`src/rtl/q3_pkg.sv`:
```
// Shared constants and helpers for the q3 sink FIFO: depth, widths,
// status bit positions and the fixed bidirectional-pin direction mask.
package q3_pkg;

    localparam int          DEPTH      = 4;
    localparam int          PTR_W      = 2;
    localparam int          CNT_W      = 3;
    localparam int          DATA_W     = 7;

    localparam int          ST_FULL    = 2;
    localparam int          ST_EMPTY   = 3;
    localparam int          ST_OVF     = 4;
    localparam int          ST_CNT_LSB = 5;

    // Bits 1:0 are pop/flush inputs, bits 7:2 carry status out.
    localparam logic [7:0]  UIO_OE     = 8'b1111_1100;

    // Build the uio_out status byte; bits 1:0 stay 0 since they are inputs.
    function automatic logic [7:0] pack_status(input logic [CNT_W-1:0] cnt,
                                               input logic             ovf,
                                               input logic             empty,
                                               input logic             full);
        logic [7:0] s;
        s                              = 8'h00;
        s[ST_FULL]                     = full;
        s[ST_EMPTY]                    = empty;
        s[ST_OVF]                      = ovf;
        s[ST_CNT_LSB +: CNT_W]         = cnt;
        return s;
    endfunction

endpackage

```
`src/rtl/q3_sync_fifo.sv`:
```
// Four-entry synchronous FIFO: storage, wrapping 2-bit pointers and a 3-bit
// occupancy count. Push/pop arrive already qualified by the caller, so a push
// here is never lost and a pop never underflows.
module q3_sync_fifo
    import q3_pkg::*;
#(
    parameter int DEPTH_P = DEPTH
) (
    input  logic              clk,
    input  logic              rst_n,
    input  logic              i_push,
    input  logic              i_pop,
    input  logic              i_flush,
    input  logic [DATA_W-1:0] i_wdata,
    output logic [DATA_W-1:0] o_rdata,
    output logic              o_full,
    output logic              o_empty,
    output logic [CNT_W-1:0]  o_count
);

    logic [DATA_W-1:0] r_mem [DEPTH_P];
    logic [PTR_W-1:0]  r_wptr;
    logic [PTR_W-1:0]  r_rptr;
    logic [CNT_W-1:0]  r_count;

    // Storage needs no reset: empty masks whatever stale data it holds.
    always_ff @(posedge clk) begin
        if (i_push) begin
            r_mem[r_wptr] <= i_wdata;
        end
    end

    // Pointers and count; flush clears exactly like reset.
    always_ff @(posedge clk) begin
        if (!rst_n || i_flush) begin
            r_wptr  <= '0;
            r_rptr  <= '0;
            r_count <= '0;
        end else begin
            if (i_push) r_wptr <= r_wptr + PTR_W'(1);
            if (i_pop)  r_rptr <= r_rptr + PTR_W'(1);
            r_count <= r_count + CNT_W'(i_push) - CNT_W'(i_pop);
        end
    end

    assign o_rdata = r_mem[r_rptr];
    assign o_count = r_count;
    assign o_full  = (r_count == CNT_W'(DEPTH_P));
    assign o_empty = (r_count == '0);

endmodule

```
`src/rtl/tt_um_q3_sink_fifo.sv`:
```
// Sink-side 4-deep FIFO for a Tiny Tapeout tile. Qualifies push/pop, detects
// the pop rising edge, keeps the sticky overflow flag and packs the pins.
// Outputs decode registered state only; inputs never reach them directly.
module tt_um_q3_sink_fifo
    import q3_pkg::*;
#(
    parameter int DEPTH = q3_pkg::DEPTH
) (
    input  logic       clk,
    input  logic       rst_n,
    input  logic [7:0] ui_in,
    input  logic [7:0] uio_in,
    output logic [7:0] uo_out,
    output logic [7:0] uio_out,
    output logic [7:0] uio_oe
);

    logic              r_prev_pop;
    logic              r_ovf;
    logic              w_pop_req;
    logic              w_flush;
    logic              w_pop;
    logic              w_push;
    logic              w_full;
    logic              w_empty;
    logic [CNT_W-1:0]  w_count;
    logic [DATA_W-1:0] w_rdata;
    logic              w_unused;

    assign w_unused  = &{1'b0, uio_in[7:2]};

    assign w_flush   = uio_in[1];
    assign w_pop_req = uio_in[0] & ~r_prev_pop;
    // Flush wins over everything; a pop on empty is simply dropped.
    assign w_pop     = w_pop_req & ~w_empty & ~w_flush;
    // A full FIFO still accepts a word when a pop frees a slot on the same edge.
    assign w_push    = ui_in[7] & (~w_full | w_pop) & ~w_flush;

    // Pop edge detector history; holding the line high yields one pop.
    always_ff @(posedge clk) begin
        if (!rst_n) r_prev_pop <= 1'b0;
        else        r_prev_pop <= uio_in[0];
    end

    // Sticky overflow: set on a dropped word, cleared only by flush or reset.
    always_ff @(posedge clk) begin
        if (!rst_n || w_flush)                 r_ovf <= 1'b0;
        else if (ui_in[7] && w_full && !w_pop) r_ovf <= 1'b1;
    end

    q3_sync_fifo #(.DEPTH_P(DEPTH)) u_fifo (
        .clk     (clk),
        .rst_n   (rst_n),
        .i_push  (w_push),
        .i_pop   (w_pop),
        .i_flush (w_flush),
        .i_wdata (ui_in[6:0]),
        .o_rdata (w_rdata),
        .o_full  (w_full),
        .o_empty (w_empty),
        .o_count (w_count)
    );

    assign uo_out  = w_empty ? 8'h00 : {1'b1, w_rdata};
    assign uio_out = pack_status(w_count, r_ovf, w_empty, w_full);
    assign uio_oe  = UIO_OE;

endmodule

```
`config.mk`:
```
export PLATFORM = sky130hd
export DESIGN_NAME = tt_um_q3_sink_fifo
export DESIGN_NICKNAME = d
export VERILOG_FILES = /design/src/rtl/q3_pkg.sv /design/src/rtl/q3_sync_fifo.sv /design/src/rtl/tt_um_q3_sink_fifo.sv
export SDC_FILE = /design/constraint.sdc
export NUM_CORES = 1
export LEC_CHECK = 0
export ABC_AREA = 0
export CORE_ASPECT_RATIO = 0.9
export CORE_MARGIN = 5
export CORE_UTILIZATION = 48
export DETAILED_ROUTE_END_ITERATION = 12
export PLACE_DENSITY = 0.8
export SYNTH_ARGS = -nofsm -noshare
export SYNTH_HDL_FRONTEND = slang
export SYNTH_SLANG_ARGS = --single-unit
```
`constraint.sdc`:
```
create_clock -name clk -period 3.2 [get_ports clk]
set_input_delay 0.48 -clock clk [delete_from_list [all_inputs] [get_ports clk]]
set_output_delay 0.48 -clock clk [all_outputs]
set_load 0.005 [all_outputs]
```
==> impl_results.html <==
<table>
<tr><th>Metric</th><th>Value</th></tr>
<tr><th colspan="2">Final layout</th></tr>
<tr><td>Area growth from synthesis to final layout</td><td>19.11%</td></tr>
<tr><td>Diodes inserted</td><td>0</td></tr>
<tr><td>Area occupied by registers</td><td>0.001061 mm2</td></tr>
<tr><td>Area of the multi-input gates</td><td>543.0 um2</td></tr>
<tr><td>Nets@finish</td><td>172</td></tr>
<tr><td>Share of the core filled with cells</td><td>60.04%</td></tr>
<tr><td>Filler cell count</td><td>289</td></tr>
<tr><td>Final design instance area without fill</td><td>0.002043 mm2</td></tr>
<tr><td>Layout cell share with drive strength beyond 1</td><td>11.49%</td></tr>
<tr><th colspan="2">Pwr</th></tr>
<tr><td>Peak supply drop</td><td>0.1866 mV</td></tr>
<tr><td>Power density of the placed cells</td><td>454.8 mW/mm2</td></tr>
<tr><td>Pwr Total</td><td>0.9292 mW</td></tr>
<tr><td>Leakage Power</td><td>0.7234 nW</td></tr>
<tr><th colspan="2">Logic synthesis</th></tr>
<tr><td>Number of instances in the synthesized netlist</td><td>121</td></tr>
<tr><td>Avg Cell Area, Syn</td><td>14.18 um2</td></tr>
<tr><td>Most common flop cell mapped by yosys</td><td>sky130_fd_sc_hd__edfxtp_1</td></tr>
<tr><td>Count of unique library cells instantiated by Yosys</td><td>30</td></tr>
<tr><td>Async set-reset flop share out of synthesis</td><td>0%</td></tr>
<tr><td>Library cell with the highest instance count after synthesis</td><td>sky130_fd_sc_hd__edfxtp_1</td></tr>
<tr><td>#FFs+latches synth</td><td>39</td></tr>
<tr><td>Yosys warnings</td><td>0</td></tr>
<tr><td>Area contributors post-synth</td><td>sky130_fd_sc_hd__edfxtp_1 (49%), sky130_fd_sc_hd__dfxtp_1 (13%), sky130_fd_sc_hd__mux4_2 (9.2%)</td></tr>
<tr><td>Netlist area before placement</td><td>0.001715 mm2</td></tr>
<tr><td>Number of synthesized flops with an enable pin</td><td>28</td></tr>
<tr><td>Top cell types by occurrence after synthesis</td><td>sky130_fd_sc_hd__edfxtp_1 (28), sky130_fd_sc_hd__buf_4 (13), sky130_fd_sc_hd__dfxtp_1 (11)</td></tr>
<tr><td>Cell taking the most area after synthesis</td><td>sky130_fd_sc_hd__edfxtp_1</td></tr>
<tr><td>Yosys top cell area share</td><td>49.02%</td></tr>
<tr><td>Proportion of synthesized chip area in sequential cells</td><td>61.85%</td></tr>
<tr><th colspan="2">Placement</th></tr>
<tr><td>Port-buffer cells</td><td>25</td></tr>
<tr><td>Instance area after placement</td><td>0.001958 mm2</td></tr>
<tr><td>RePlAce Congestion</td><td>0.7208</td></tr>
<tr><td>DP HPWL</td><td>1.994 mm</td></tr>
<tr><th colspan="2">Clock network</th></tr>
<tr><td>Clock tree from TritonCTS</td><td>yes</td></tr>
<tr><td>Post-CTS Setup Repair Bufs</td><td>0</td></tr>
<tr><td>Clk pin slew, worst setup/hold paths</td><td>0.07 ns</td></tr>
<tr><td>PostCTS Resize Cnt</td><td>0</td></tr>
<tr><td>Clock tree root buffer cell</td><td>sky130_fd_sc_hd__clkbuf_8</td></tr>
<tr><td>CTS Hold Buffers Added</td><td>0</td></tr>
<tr><td>Total clock buffers created by CTS</td><td>5</td></tr>
<tr><td>Number of clock sinks seen by CTS</td><td>39</td></tr>
<tr><td>Clock latency reported for the late side of the worst-skew pair</td><td>0.28 ns</td></tr>
<tr><td>Buffer depth of the longest clock path</td><td>2</td></tr>
<tr><td>H-tree Lvls</td><td>2</td></tr>
<tr><th colspan="2">GRT</th></tr>
<tr><td>Wire length of the first global-routing pass</td><td>4.340 mm</td></tr>
<tr><td>Antenna violations before repair</td><td>0</td></tr>
<tr><td>Vias in the first global route</td><td>939</td></tr>
<tr><td>Global route overflow</td><td>0</td></tr>
<tr><td>Pin count of the biggest net entering global routing</td><td>15</td></tr>
<tr><td>Tot GR Track Use</td><td>12.11%</td></tr>
<tr><th colspan="2">Die</th></tr>
<tr><td>Vertical extent of the die</td><td>66.72 um</td></tr>
<tr><td>Area of the die</td><td>0.004871 mm2</td></tr>
<tr><td>Chip width</td><td>73.02 um</td></tr>
<tr><td>Number of placement rows</td><td>20</td></tr>
<tr><td>Top-level port count</td><td>42</td></tr>
<tr><td>Initial core utilization</td><td>50.40%</td></tr>
<tr><td>Placeable Area</td><td>0.003403 mm2</td></tr>
<tr><th colspan="2">Critical path</th></tr>
<tr><td>Critical path startpoint category</td><td>input pin</td></tr>
<tr><td>Category of the critical setup timing path</td><td>in -&gt; reg</td></tr>
<tr><td>Capturing element type of the critical path</td><td>register</td></tr>
<tr><td>Highest fanout seen on the critical path</td><td>2</td></tr>
<tr><td>Data arrival time at the worst-slack endpoint</td><td>2.88 ns</td></tr>
<tr><td>CP Data Required Time</td><td>3.41 ns</td></tr>
<tr><th colspan="2">Timing</th></tr>
<tr><td>Hold Slack</td><td>0.4911 ns</td></tr>
<tr><td>Highest achievable clock rate</td><td>0.3738 GHz</td></tr>
<tr><td>Endpoints failing hold</td><td>0</td></tr>
<tr><td>Endpoints failing setup</td><td>0</td></tr>
<tr><td>RSZ-0062 raised after global routing</td><td>false</td></tr>
<tr><td>Minimum clock period</td><td>2.676 ns</td></tr>
<tr><td>Final clock period utilization by the worst path</td><td>83.61%</td></tr>
<tr><td>Post-route clock skew</td><td>0.003581 ns</td></tr>
<tr><td>Max-slew violations</td><td>0</td></tr>
<tr><td>Final total negative setup slack</td><td>0 ns</td></tr>
<tr><th colspan="2">Hold path</th></tr>
<tr><td>Tightest Hold Check Type</td><td>reg -&gt; reg</td></tr>
<tr><th colspan="2">Route</th></tr>
<tr><td>Vias</td><td>947</td></tr>
<tr><td>Number of detailed-route iterations in the first pass</td><td>4</td></tr>
<tr><td>Remaining routing DRC violations</td><td>0</td></tr>
<tr><td>Starting DRC count in detailed routing</td><td>28</td></tr>
<tr><td>Detail-routed via count per cell</td><td>4.932</td></tr>
<tr><td>Post-detailed-route wirelength per cell</td><td>14.10 um</td></tr>
<tr><td>Number of antenna-violating nets in the routed design</td><td>0</td></tr>
<tr><td>Final routed wirelength across all metal layers</td><td>2.707 mm</td></tr>
<tr><th colspan="2">Run</th></tr>
<tr><td>Max-Cap Viols</td><td>0</td></tr>
<tr><th colspan="2">Status</th></tr>
<tr><td>Status</td><td>finished, final reports clean</td></tr>
</table>
## metal layers
metal | track usage [%] | share of wire [%]
met4 | 5.760 | 1.6
met2 | 21.43 | 53
met1 | 13.70 | 40
met3 | 2.715 | 5.5
met5 | 0 | 0
## flip-flops by register name, indices dropped and copies added (netlist names), named ones only
name,cells
u_fifo.r_mem,28
u_fifo.r_rptr,2
r_prev_pop,1
u_fifo.o_count,3
r_ovf,1
u_fifo.r_wptr,2
## kinds of logic after synthesis
| logic type | after synthesis | synth area share [%] |
|---|---|---|
| muxes | 9 | 10.36 |
| AOI/OAI and AO/OA | 8 | 2.699 |
| xor gates and xnor gates | 1 | 0.5107 |
| DFF | 39 | 61.85 |
| adders and majority gates | 7 | 5.543 |
| other | 2 | 0.4378 |
| buffers and inverters | 24 | 8.241 |
| and+or+nand+nor | 31 | 10.36 |
## worst paths after layout
| path | from | cells past startpoint | slack [ns] | end |
|---|---|---|---|---|
| worst max-delay path | uio_in[0] | 12 | 0.52 | u_fifo.o_count[2] |
| worst min-delay path | r_ovf | 2 | 0.49 | r_ovf |
| worst max register to register | u_fifo.o_count[1] | 11 | 0.82 | u_fifo.o_count[2] |
| worst min register to register | r_ovf | 2 | 0.49 | r_ovf |
## placed cells by master (no fill, tap or decap), drive strengths merged
cell type      netlist  routed
edfxtp              28      28
clkdlybuf4s50        0      25
dfxtp               11      11
conb                 2      10
inv                  7       7
mux4                 7       7
nor2b                7       7
and2                 7       7
ha                   6       6
clkbuf               2       6
a21oi                4       4
nor2                 4       4
nand2                4       4
buf                 15       3
nor3                 2       2
nand2b               2       2
mux2i                2       2
nor3b                1       1
or3b                 1       1
o31ai                1       1
or4                  1       1
a31oi                1       1
xor2                 1       1
and2b                1       1
a21boi               1       1
o21ai                1       1
or3                  1       1
fa                   1       1
clkinvlp             0       1
clkinv               0       1
## critical path: stages
cell and delay (ns):
sky130_fd_sc_hd__clkdlybuf4s50_1 0.47, sky130_fd_sc_hd__or3b_1 0.37, sky130_fd_sc_hd__a21oi_1 0.20, sky130_fd_sc_hd__inv_1 0.07, sky130_fd_sc_hd__ha_1 0.27, sky130_fd_sc_hd__inv_1 0.05
sky130_fd_sc_hd__ha_1 0.13, sky130_fd_sc_hd__inv_1 0.05, sky130_fd_sc_hd__fa_1 0.37, sky130_fd_sc_hd__xor2_1 0.16, sky130_fd_sc_hd__and2_1 0.16, sky130_fd_sc_hd__nor3_1 0.11
## power breakdown
group          switching [mW]  total, mW  internal [mW]
sequential            0.00380      0.554          0.550
combinational          0.0306     0.0696         0.0390
clock                   0.154      0.306          0.152
total                   0.189      0.929          0.741
## final cells by class
cell class,instances,area share [%]
clock inverter,2,0.6124
tap,44,2.694
clock buffer,6,3.552
multi-input combinational,66,26.58
sequential,39,51.93
inverter,7,1.286
timing repair buffer,28,13.35
## stage by stage
| step | instances | setup slack [ns] |
|---|---|---|
| after global placement | 184 | 0.2669 |
| after CTS | 192 | 0.5080 |
| after detailed placement | 184 | 0.2280 |
| after global routing | 192 | 0.3706 |
| after floorplan | 129 | 0.6396 |
| final | 192 | 0.5245 |
Note: power is estimated with default switching activity, not from simulation.
==> RTL edit, RTL diff (same flow settings) <==
Set the package constant `PTR_W` to 1 (it was 2).
--- a/src/rtl/q3_pkg.sv
+++ b/src/rtl/q3_pkg.sv
@@ -3,7 +3,7 @@
 package q3_pkg;
 
     localparam int          DEPTH      = 4;
-    localparam int          PTR_W      = 2;
+    localparam int          PTR_W      = 1;
     localparam int          CNT_W      = 3;
     localparam int          DATA_W     = 7;
 
Behaviour: not the same (Yosys sat finds a counterexample within 4 cycles, from zero or initial values and one cycle with rst_n low).
==> RTL edit against the original RTL <==
- power decreased by 37%
- sequential cell count is 17 lower
- final area decreased by 37%
- clock power is 32% lower
- synthesized area shrank 40%
- utilization up 5.6 points
- worst hold slack better by 0.017 ns
- worst setup slack improved by 0.22 ns
- non-clock buffer count decreased by 2
- routed wire length fell by 36%
- critical path type unchanged
- critical endpoint unchanged
==> RTL edit: results (changes against the original RTL) <==
.. list-table::
   :header-rows: 1

   * - Metric
     - Value
   * - Routed wl met3
     - 145 µm (-2.7%)
   * - Initial antenna violation count
     - 0 (unchanged)
   * - Clock Tree Buf Depth
     - 2 (unchanged)
   * - CTS Root Buffer Type
     - clkbuf_4
   * - Number of buffers created by CTS
     - 3 (-2)
   * - Static leakage
     - 0.474 nW (-34%)
   * - Setup Skew
     - 0.0105 ns (+0.00692 ns)
   * - Total Routing Usage GR
     - 12.5% (+0.36 points)
   * - CP Launch Point
     - uio_in[0]
   * - Final cell count without fillers
     - 136 (-29%)
   * - Share of the yosys chip area belonging to registers
     - 56.6% (-5.3 points)
   * - Relative contribution of combinational cells to total power
     - 10.4% (+2.9 points)
   * - Met3 Track Usage GR
     - 3.84% (+1.1 points)
   * - Sequential group share of total power
     - 53.9% (-5.7 points)
   * - Distinct cell type count after synthesis
     - 26 (-13%)
   * - Number of instances in the synthesized netlist
     - 88 (-27%)
   * - Drt wl/cell
     - 12.8 µm (-9.5%)
   * - Largest register FFs
     - 14 (-50%)
   * - Vias after detailed routing
     - 659 (-30%)
   * - Maximum fanout count along the critical path
     - 4 (+2)
   * - Internal portion of total power
     - 0.471 mW (-36%)
   * - Final weighted congestion of routability-driven global placement
     - 0.754 (+4.6%)
   * - Dpl cell area
     - 1240 µm² (-37%)
   * - Run status
     - finished, final reports clean
   * - R2r setup slk
     - 0.94 ns (+0.12 ns)
   * - M2 GR Usage
     - 21.9% (+0.45 points)
   * - Area contributors post-synth
     - edfxtp_1 (41%), dfxtp_1 (16%), buf_4 (9.5%), mux2i_1 (6.8%), nor2_1 (4.0%)
   * - Ranking of synthesized cells by instance count
     - edfxtp_1 (14), buf_4 (13), nor2_1 (11)
   * - Met1 WL
     - 745 µm (-30%)
   * - Share of layout cells above drive strength 1
     - 8.11% (-3.4 points)
   * - Share of the cycle needed by the critical path after routing
     - 76.8% (-6.8 points)
   * - Peak supply drop
     - 0.000257 V (+38%)
   * - Clock insertion delay at the later pin of the skew report
     - 0.31 ns (+0.03 ns)
   * - CTS H-tree lvls
     - 1 (-1)
   * - CP endpoint kind
     - flip-flop
   * - Pin count of the biggest net entering global routing
     - 14 (-1)
   * - Most flop-heavy register
     - u_fifo.r_mem
   * - Hpwl dp
     - 1.35 mm (-32%)
   * - Type of the most critical hold path
     - flip-flop to flip-flop
   * - Number of synthesized flops with an enable pin
     - 14 (-50%)
   * - Fraction of met1 tracks used by global routing
     - 12.6% (-1.1 points)
   * - P_seq
     - 0.314 mW (-43%)
   * - R2R cell count
     - 9 (-2)
   * - Number of detailed-routing iterations run before antenna repair
     - 5 (+1)
   * - DR iter-0 viols
     - 10 (-64%)
   * - Data arrival time of the worst path
     - 2.67 ns (-0.21 ns)
   * - Number of instances in the placed design
     - 132 (-28%)
   * - Clock Pin Slew Worst Setup and Hold Paths
     - 0.12 ns (+0.05 ns)
   * - Pre-CTS setup slack
     - 0.424 ns (+0.196 ns)
   * - First-pass GRT wire length
     - 2.79 mm (-36%)
   * - Clock group
     - 0.209 mW (-32%)
   * - Met2 wire length
     - 799 µm (-45%)
-- RTL edit: changes by cell type in the layout (fill, tap and decap cells not counted), moves of 4 or more --
cell,change
and2_1,-4
clkbuf_8,-5
edfxtp_1,-14
ha_1,-4
mux2i_1,+5
mux4_2,-7
nor2_1,+7
nor2b_1,-6
-- RTL edit: worst min path at each step --
stage	end	startpoint	depth (start not counted)	slack [ns]
floorplan	r_ovf	r_ovf	2	0.44
global placement	r_ovf	r_ovf	2	0.47
detailed placement	r_ovf	r_ovf	2	0.48
CTS	r_ovf	r_ovf	2	0.51
global route	r_ovf	r_ovf	2	0.54
finish	r_ovf	r_ovf	2	0.51
-- RTL edit: logic make-up after synthesis --
kind of cell / synth area share (%)
adder cells (fa/ha/maj): 4.39
other: 0.732
XOR/XNOR: 1.71
AO/OA/AOI/OAI: 5.12
AND/OR/NAND/NOR: 12.2
buffers and inverters: 12.4
flip-flops: 56.6
multiplexers: 6.83
-- RTL edit: layout make-up --
| cell class | instances | area, µm² |
|---|---|---|
| fill | 162 | 678 |
| tap | 25 | 31.3 |
| sequential | 22 | 581 |
| timing repair buffer | 26 | 258 |
| inverter | 6 | 22.5 |
| clock inverter | 1 | 30.0 |
| multi-input combinational | 53 | 348 |
| clock buffer | 3 | 22.5 |
-- RTL edit: critical path, stage by stage --
cell,delay (ns)
clkdlybuf4s50_1,0.48
nand2b_1,0.11
a211o_2,0.34
ha_1,0.28
inv_1,0.04
ha_1,0.18
fa_1,0.39
xnor2_1,0.18
xnor2_1,0.14
nor2_1,0.05
